**src/rtl/controlador_display_producto.sv**
```systemverilog
// controlador_display_producto: signed product to sign+BCD via double dabble, multiplexed onto a 7-segment display
module controlador_display_producto #(
  parameter int ANODO_ACTIVO_BAJO = 1,
  parameter int SEG_ACTIVO_BAJO   = 1
) (
  input  logic        clk,
  input  logic        reset,
  input  logic [15:0] producto,
  input  logic        producto_valido,
  input  logic [2:0]  contador_actualizar,
  output logic        ocupado,
  output logic        listo,
  output logic [7:0]  anodos,
  output logic [6:0]  segmentos,
  output logic        punto
);
  typedef enum logic [1:0] {REPOSO, DESPLAZA, ACTUALIZA} estado_t;
  localparam logic [7:0] AN_OFF  = (ANODO_ACTIVO_BAJO != 0) ? 8'hFF : 8'h00;
  localparam logic [6:0] SEG_OFF = (SEG_ACTIVO_BAJO != 0) ? 7'h7F : 7'h00;
  estado_t     state_q, state_d;
  logic [3:0]  cnt_q, cnt_d;
  logic [15:0] mag_q, mag_d;
  logic [19:0] scr_q, scr_d, adj;
  logic        sgn_cap_q, sgn_cap_d;
  logic [19:0] digits_q, digits_d;
  logic        sign_q, sign_d;
  logic        listo_q, listo_d;
  logic [7:0]  anodos_q, anodos_d, an_ah;
  logic [6:0]  segmentos_q, segmentos_d, seg_ah, code;
  logic [19:0] sh;
  // State and display registers; reset clears the shown value to zero
  always_ff @(posedge clk or posedge reset) begin
    if (reset) begin
      state_q     <= REPOSO;
      cnt_q       <= '0;
      mag_q       <= '0;
      scr_q       <= '0;
      sgn_cap_q   <= 1'b0;
      digits_q    <= '0;
      sign_q      <= 1'b0;
      listo_q     <= 1'b0;
      anodos_q    <= AN_OFF;
      segmentos_q <= SEG_OFF;
    end else begin
      state_q     <= state_d;
      cnt_q       <= cnt_d;
      mag_q       <= mag_d;
      scr_q       <= scr_d;
      sgn_cap_q   <= sgn_cap_d;
      digits_q    <= digits_d;
      sign_q      <= sign_d;
      listo_q     <= listo_d;
      anodos_q    <= anodos_d;
      segmentos_q <= segmentos_d;
    end
  end
  // Conversion FSM: capture |producto|, 16 add-3/shift steps, then publish digits
  always_comb begin
    state_d   = state_q;
    cnt_d     = cnt_q;
    mag_d     = mag_q;
    scr_d     = scr_q;
    sgn_cap_d = sgn_cap_q;
    digits_d  = digits_q;
    sign_d    = sign_q;
    listo_d   = 1'b0;
    adj       = scr_q;
    for (int i = 0; i < 5; i++)
      adj[4*i +: 4] = (scr_q[4*i +: 4] >= 4'd5) ? scr_q[4*i +: 4] + 4'd3 : scr_q[4*i +: 4];
    case (state_q)
      REPOSO: if (producto_valido) begin
        sgn_cap_d = producto[15];
        mag_d     = producto[15] ? ~producto + 16'd1 : producto;
        scr_d     = '0;
        cnt_d     = '0;
        state_d   = DESPLAZA;
      end
      DESPLAZA: begin
        scr_d   = 20'({adj, mag_q[15]});
        mag_d   = {mag_q[14:0], 1'b0};
        cnt_d   = cnt_q + 4'd1;
        state_d = (cnt_q == 4'd15) ? ACTUALIZA : DESPLAZA;
      end
      ACTUALIZA: begin
        digits_d = scr_q;
        sign_d   = sgn_cap_q;
        listo_d  = 1'b1;
        state_d  = REPOSO;
      end
      default: state_d = REPOSO;
    endcase
  end
  // Digit selection, leading-zero blanking and segment encoding for the next refresh slot
  always_comb begin
    sh = digits_q >> {contador_actualizar, 2'b00};
    case (sh[3:0])
      4'd0:    code = 7'h3F;
      4'd1:    code = 7'h06;
      4'd2:    code = 7'h5B;
      4'd3:    code = 7'h4F;
      4'd4:    code = 7'h66;
      4'd5:    code = 7'h6D;
      4'd6:    code = 7'h7D;
      4'd7:    code = 7'h07;
      4'd8:    code = 7'h7F;
      4'd9:    code = 7'h6F;
      default: code = 7'h00;
    endcase
    an_ah  = (contador_actualizar > 3'd5) ? 8'h00 : 8'h01 << contador_actualizar;
    seg_ah = (contador_actualizar > 3'd5) ? 7'h00 :
             (contador_actualizar == 3'd5) ? (sign_q ? 7'h40 : 7'h00) :
             (contador_actualizar != 3'd0 && sh == 20'd0) ? 7'h00 : code;
    anodos_d    = (ANODO_ACTIVO_BAJO != 0) ? ~an_ah : an_ah;
    segmentos_d = (SEG_ACTIVO_BAJO != 0) ? ~seg_ah : seg_ah;
  end
  assign ocupado   = state_q != REPOSO;
  assign listo     = listo_q;
  assign anodos    = anodos_q;
  assign segmentos = segmentos_q;
  assign punto     = SEG_ACTIVO_BAJO != 0;
endmodule

```
**config.mk**
```make
export PLATFORM = sky130hd
export DESIGN_NAME = controlador_display_producto
export DESIGN_NICKNAME = d
export VERILOG_FILES = /design/src/rtl/controlador_display_producto.sv
export SDC_FILE = /design/constraint.sdc
export NUM_CORES = 1
export LEC_CHECK = 0
export CAP_MARGIN = 20
export CORE_MARGIN = 1.5
export CORE_UTILIZATION = 35
export DETAILED_ROUTE_END_ITERATION = 10
export SYNTH_ARGS = -nofsm -noshare
export SYNTH_HDL_FRONTEND = slang
export SYNTH_SLANG_ARGS = --single-unit
```
**constraint.sdc**
```tcl
create_clock -name clk -period 2.1 [get_ports clk]
set_input_delay 0.21 -clock clk [delete_from_list [all_inputs] [get_ports clk]]
set_output_delay 0.21 -clock clk [all_outputs]
set_load 0.005 [all_outputs]
```
==> reports/qor.csv <==
stage,metric,value,unit
logic_synthesis,ranking of synthesized cells by area,"sky130_fd_sc_hd__dfrtp_1 (39%), sky130_fd_sc_hd__dfstp_2 (9.4%), sky130_fd_sc_hd__mux2_2 (5.9%)",
critical_path,Worst Setup Path Type,input port to flop,
place,post-place instance area,5052,um^2
logic_synthesis,fraction of the mapped netlist area in simple logic gates,13.85,%
finish,growth of design area from synthesis to finish,30.74,%
grt,global-route congestion overflow total,0,
finish,fraction of final layout cells with drive strength greater than 1,25.70,%
finish,number of nets in the final layout,536,
detailed_routing,Total Wirelength,8.980,mm
logic_synthesis,Seq cells post-synth,80,
detailed_routing,number of nets with antenna violations after routing,0,
outcome,violated checks,design-rule violations,
grt,antenna violations before repair,0,
sta,fmax,495.2,MHz
sta,final max-slew violation count,0,
logic_synthesis,share of the synthesized netlist area taken by xor and xnor gates,3.962,%
critical_path,type of destination of the critical path,flop,
outcome,outcome,"finished, violations left",
power,Lkg Pwr,2.444,nW
logic_synthesis,Yosys warning count,0,
logic_synthesis,flip-flop cell with the highest count after synthesis,sky130_fd_sc_hd__dfrtp_1,
flow_run,max-cap violations,0,
clocking,TritonCTS buffer count,9,
sta,number of hold violations in the final report,0,
sta,Final setup viols,0,
detailed_routing,average vias per placed instance,5.115,
logic_synthesis,Post-Syn Area per Cell,10.10,um^2
clocking,buffer type at the clock tree root,sky130_fd_sc_hd__clkbuf_16,
logic_synthesis,gate count after technology mapping,416,
critical_path,endpoint arrival time on the critical path,2.22,ns
detailed_routing,Residual DRC,4,
sta,smallest hold slack,0.2295,ns
logic_synthesis,"synthesized-area fraction occupied by ao, oa, aoi and oai cells",16.62,%
detailed_routing,Avg WL per Cell,13.92,um
clocking,clock edge transition at the registers on the reported setup and hold paths,0.06,ns
detailed_routing,number of detailed-routing iterations run before antenna repair,9,
critical_path,crit-path max FO,4,
floorplan,Initial Util,36.32,%
critical_path,Worst Setup Start Kind,input port,
floorplan,height of the die,112.6,um
logic_synthesis,cell area after synthesis,4200,um^2
sta,worst clock skew,0.009494,ns
grt,overall fraction of global-route tracks in use,14.56,%
finish,ant diodes,0,
finish,most frequent standard cell in the layout excluding fill and tap cells,sky130_fd_sc_hd__dfrtp_1,
sta,unrepaired setup endpoints after global routing,true,
logic_synthesis,share of the synthesized area in the top cell type,38.73,%
logic_synthesis,share of flip-flops with an asynchronous set or reset after synthesis,100.0,%
finish,most used cells in the layout excluding fill and tap cells,"sky130_fd_sc_hd__dfrtp_1 (65), sky130_fd_sc_hd__buf_4 (49), sky130_fd_sc_hd__o21ai_0 (41), sky130_fd_sc_hd__nand2_1 (33), sky130_fd_sc_hd__clkdlybuf4s50_1 (33)",
finish,filler instances,1061,
place,I/O Buffers,38,
finish,FF/Latch Area,2021,um^2
detailed_routing,starting DRC count in detailed routing,141,
place,post-DP HPWL,6.686,mm
floorplan,FP Rows,39,
logic_synthesis,biggest area consumer among synthesized cells,sky130_fd_sc_hd__dfrtp_1,
clocking,CTS Sinks,80,
clocking,level count of the clock H-tree,3,
clocking,number of buffers on the longest clock path,2,
power,worst supply voltage drop on vdd,0.4671,mV
place,routability cong.,0.8398,
logic_synthesis,main combinational cell family by area after synthesis,compound AO/OA/AOI/OAI gates,
detailed_routing,DR vias,3299,
finish,area occupied by multi-input gates,2087,um^2
logic_synthesis,count of distinct cell types in the synthesized netlist,50,
power,power density of the placed cells,1276,nW/um^2
sta,fraction of the cycle the final worst path needs,96.16,%
grt,global-route wire length before repair,15.03,mm
min_path,worst hold path type,input port to async pin,
logic_synthesis,multiplexer share of the synthesized area,8.102,%
critical_path,Required @ worst endpoint,2.30,ns
floorplan,number of top-level design ports,40,
floorplan,Die Footprint,12670,um^2
clocking,later-pin clock latency in the skew report,0.33,ns
sta,"Min Clock Period, post-route",2.019,ns
grt,pin count of the biggest net entering global routing,23,
logic_synthesis,number of synthesized flops with an enable pin,0,
logic_synthesis,adder-cell share of the synthesized area,5.064,%
finish,area of all placed cells without fillers,5492,um^2
clocking,CTS tree,done,
logic_synthesis,fraction of the yosys area taken by sequential cells,48.11,%
floorplan,core area,11560,um^2
grt,via count of the first global-routing pass,3194,
floorplan,Die Width,112.6,um
synthesized netlist by cell type (all sizes together) (5+ instances only):
library cell,instances
dfrtp,65
o21ai,49
nand2,33
a21oi,23
mux2,22
nor2,22
inv,21
ha,17
dfstp,15
clkbuf,13
nor3,12
xnor2,11
nand3,10
o22ai,10
nand2b,9
a22oi,8
buf,8
xor2,8
mux2i,7
nor3b,6
or2,6
o31ai,5
sequential cells by signal (all words and copies together) (netlist names):
| name | cells |
|---|---|
| sign_q | 1 |
| listo | 1 |
| segmentos | 7 |
| cnt_q | 4 |
| state_q | 2 |
| scr_q | 20 |
| anodos | 8 |
| mag_q | 16 |
| digits_q | 20 |
| sgn_cap_q | 1 |
routing by layer:
metal | vias to the layer above | routed length, um | GRT usage (%)
met4 | 0 | 124 | 5.401
met2 | 60 | 4467 | 25.00
met3 | 11 | 268 | 2.214
met5 | - | 0 | 0
li1 | 1651 | - | -
met1 | 1577 | 4119 | 18.62
per-stage QoR:
stage	TNS [ns]	std cells	util, %	setup WS [ns]	power (mW)
detailed placement	-5.010	626	43.69	-0.6143	5.188
finish	0	645	47.48	0.08069	7.008
floorplan	0	418	-	0.005907	4.284
global route	-0.1107	645	47.48	-0.03214	7.536
CTS	0	643	46.86	0.005556	7.025
global placement	-3.980	626	43.69	-0.4507	5.072
path summary, 6_finish.rpt:
path | from | end | slack [ns] | cells after the start
worst max-delay path | producto[3] | mag_q[10] | 0.08 | 6
worst min-delay path | reset | digits_q[1] | 0.23 | 2
worst max register to register | digits_q[12] | segmentos[0] | 0.09 | 8
worst min register to register | mag_q[1] | mag_q[1] | 0.49 | 2
max in group asynchronous | reset | segmentos[5] | 1.29 | 3
min in group clk | contador_actualizar[0] | anodos[1] | 0.27 | 2
area by class of cell:
| class | instances | area share [%] |
|---|---|---|
| clock buffers | 10 | 4.170 |
| flip-flops and latches | 80 | 36.80 |
| clock inverters | 6 | 1.959 |
| well taps | 143 | 3.258 |
| inverters | 21 | 1.504 |
| repair buffers | 89 | 14.31 |
| multi-input cells | 296 | 38.00 |
power by group:
group,switching (mW),internal [mW]
logic,1.35,1.29
clock network,0.602,1.16
registers,0.460,2.15
worst max-delay path, cell delays in order:
cell and delay [ns]:
sky130_fd_sc_hd__clkdlybuf4s50_1 0.42, sky130_fd_sc_hd__or3b_4 0.38, sky130_fd_sc_hd__or4_4 0.60, sky130_fd_sc_hd__o41ai_4 0.32
sky130_fd_sc_hd__xor2_1 0.20, sky130_fd_sc_hd__a211oi_1 0.09
cells by family (layout without fill, tap and decap cells):
group                    after synthesis  count (layout)
XOR/XNOR                              19              19
AO/OA/AOI/OAI                        113             113
AND/OR/NAND/NOR                      114             114
adder cells (fa/ha/maj)               17              17
other                                  1               3
multiplexers                          30              30
flip-flops                            80              80
buffers and inverters                 42             126
timing repair:
| action | in CTS | in global routing |
|---|---|---|
| hold buffers | 0 | 0 |
| resized for setup | 9 | 17 |
| endpoints found under the setup margin | 7 | 9 |
| pin swaps | 2 | 10 |
| setup buffers | 1 | 2 |
(Power assumes the default switching activity.)
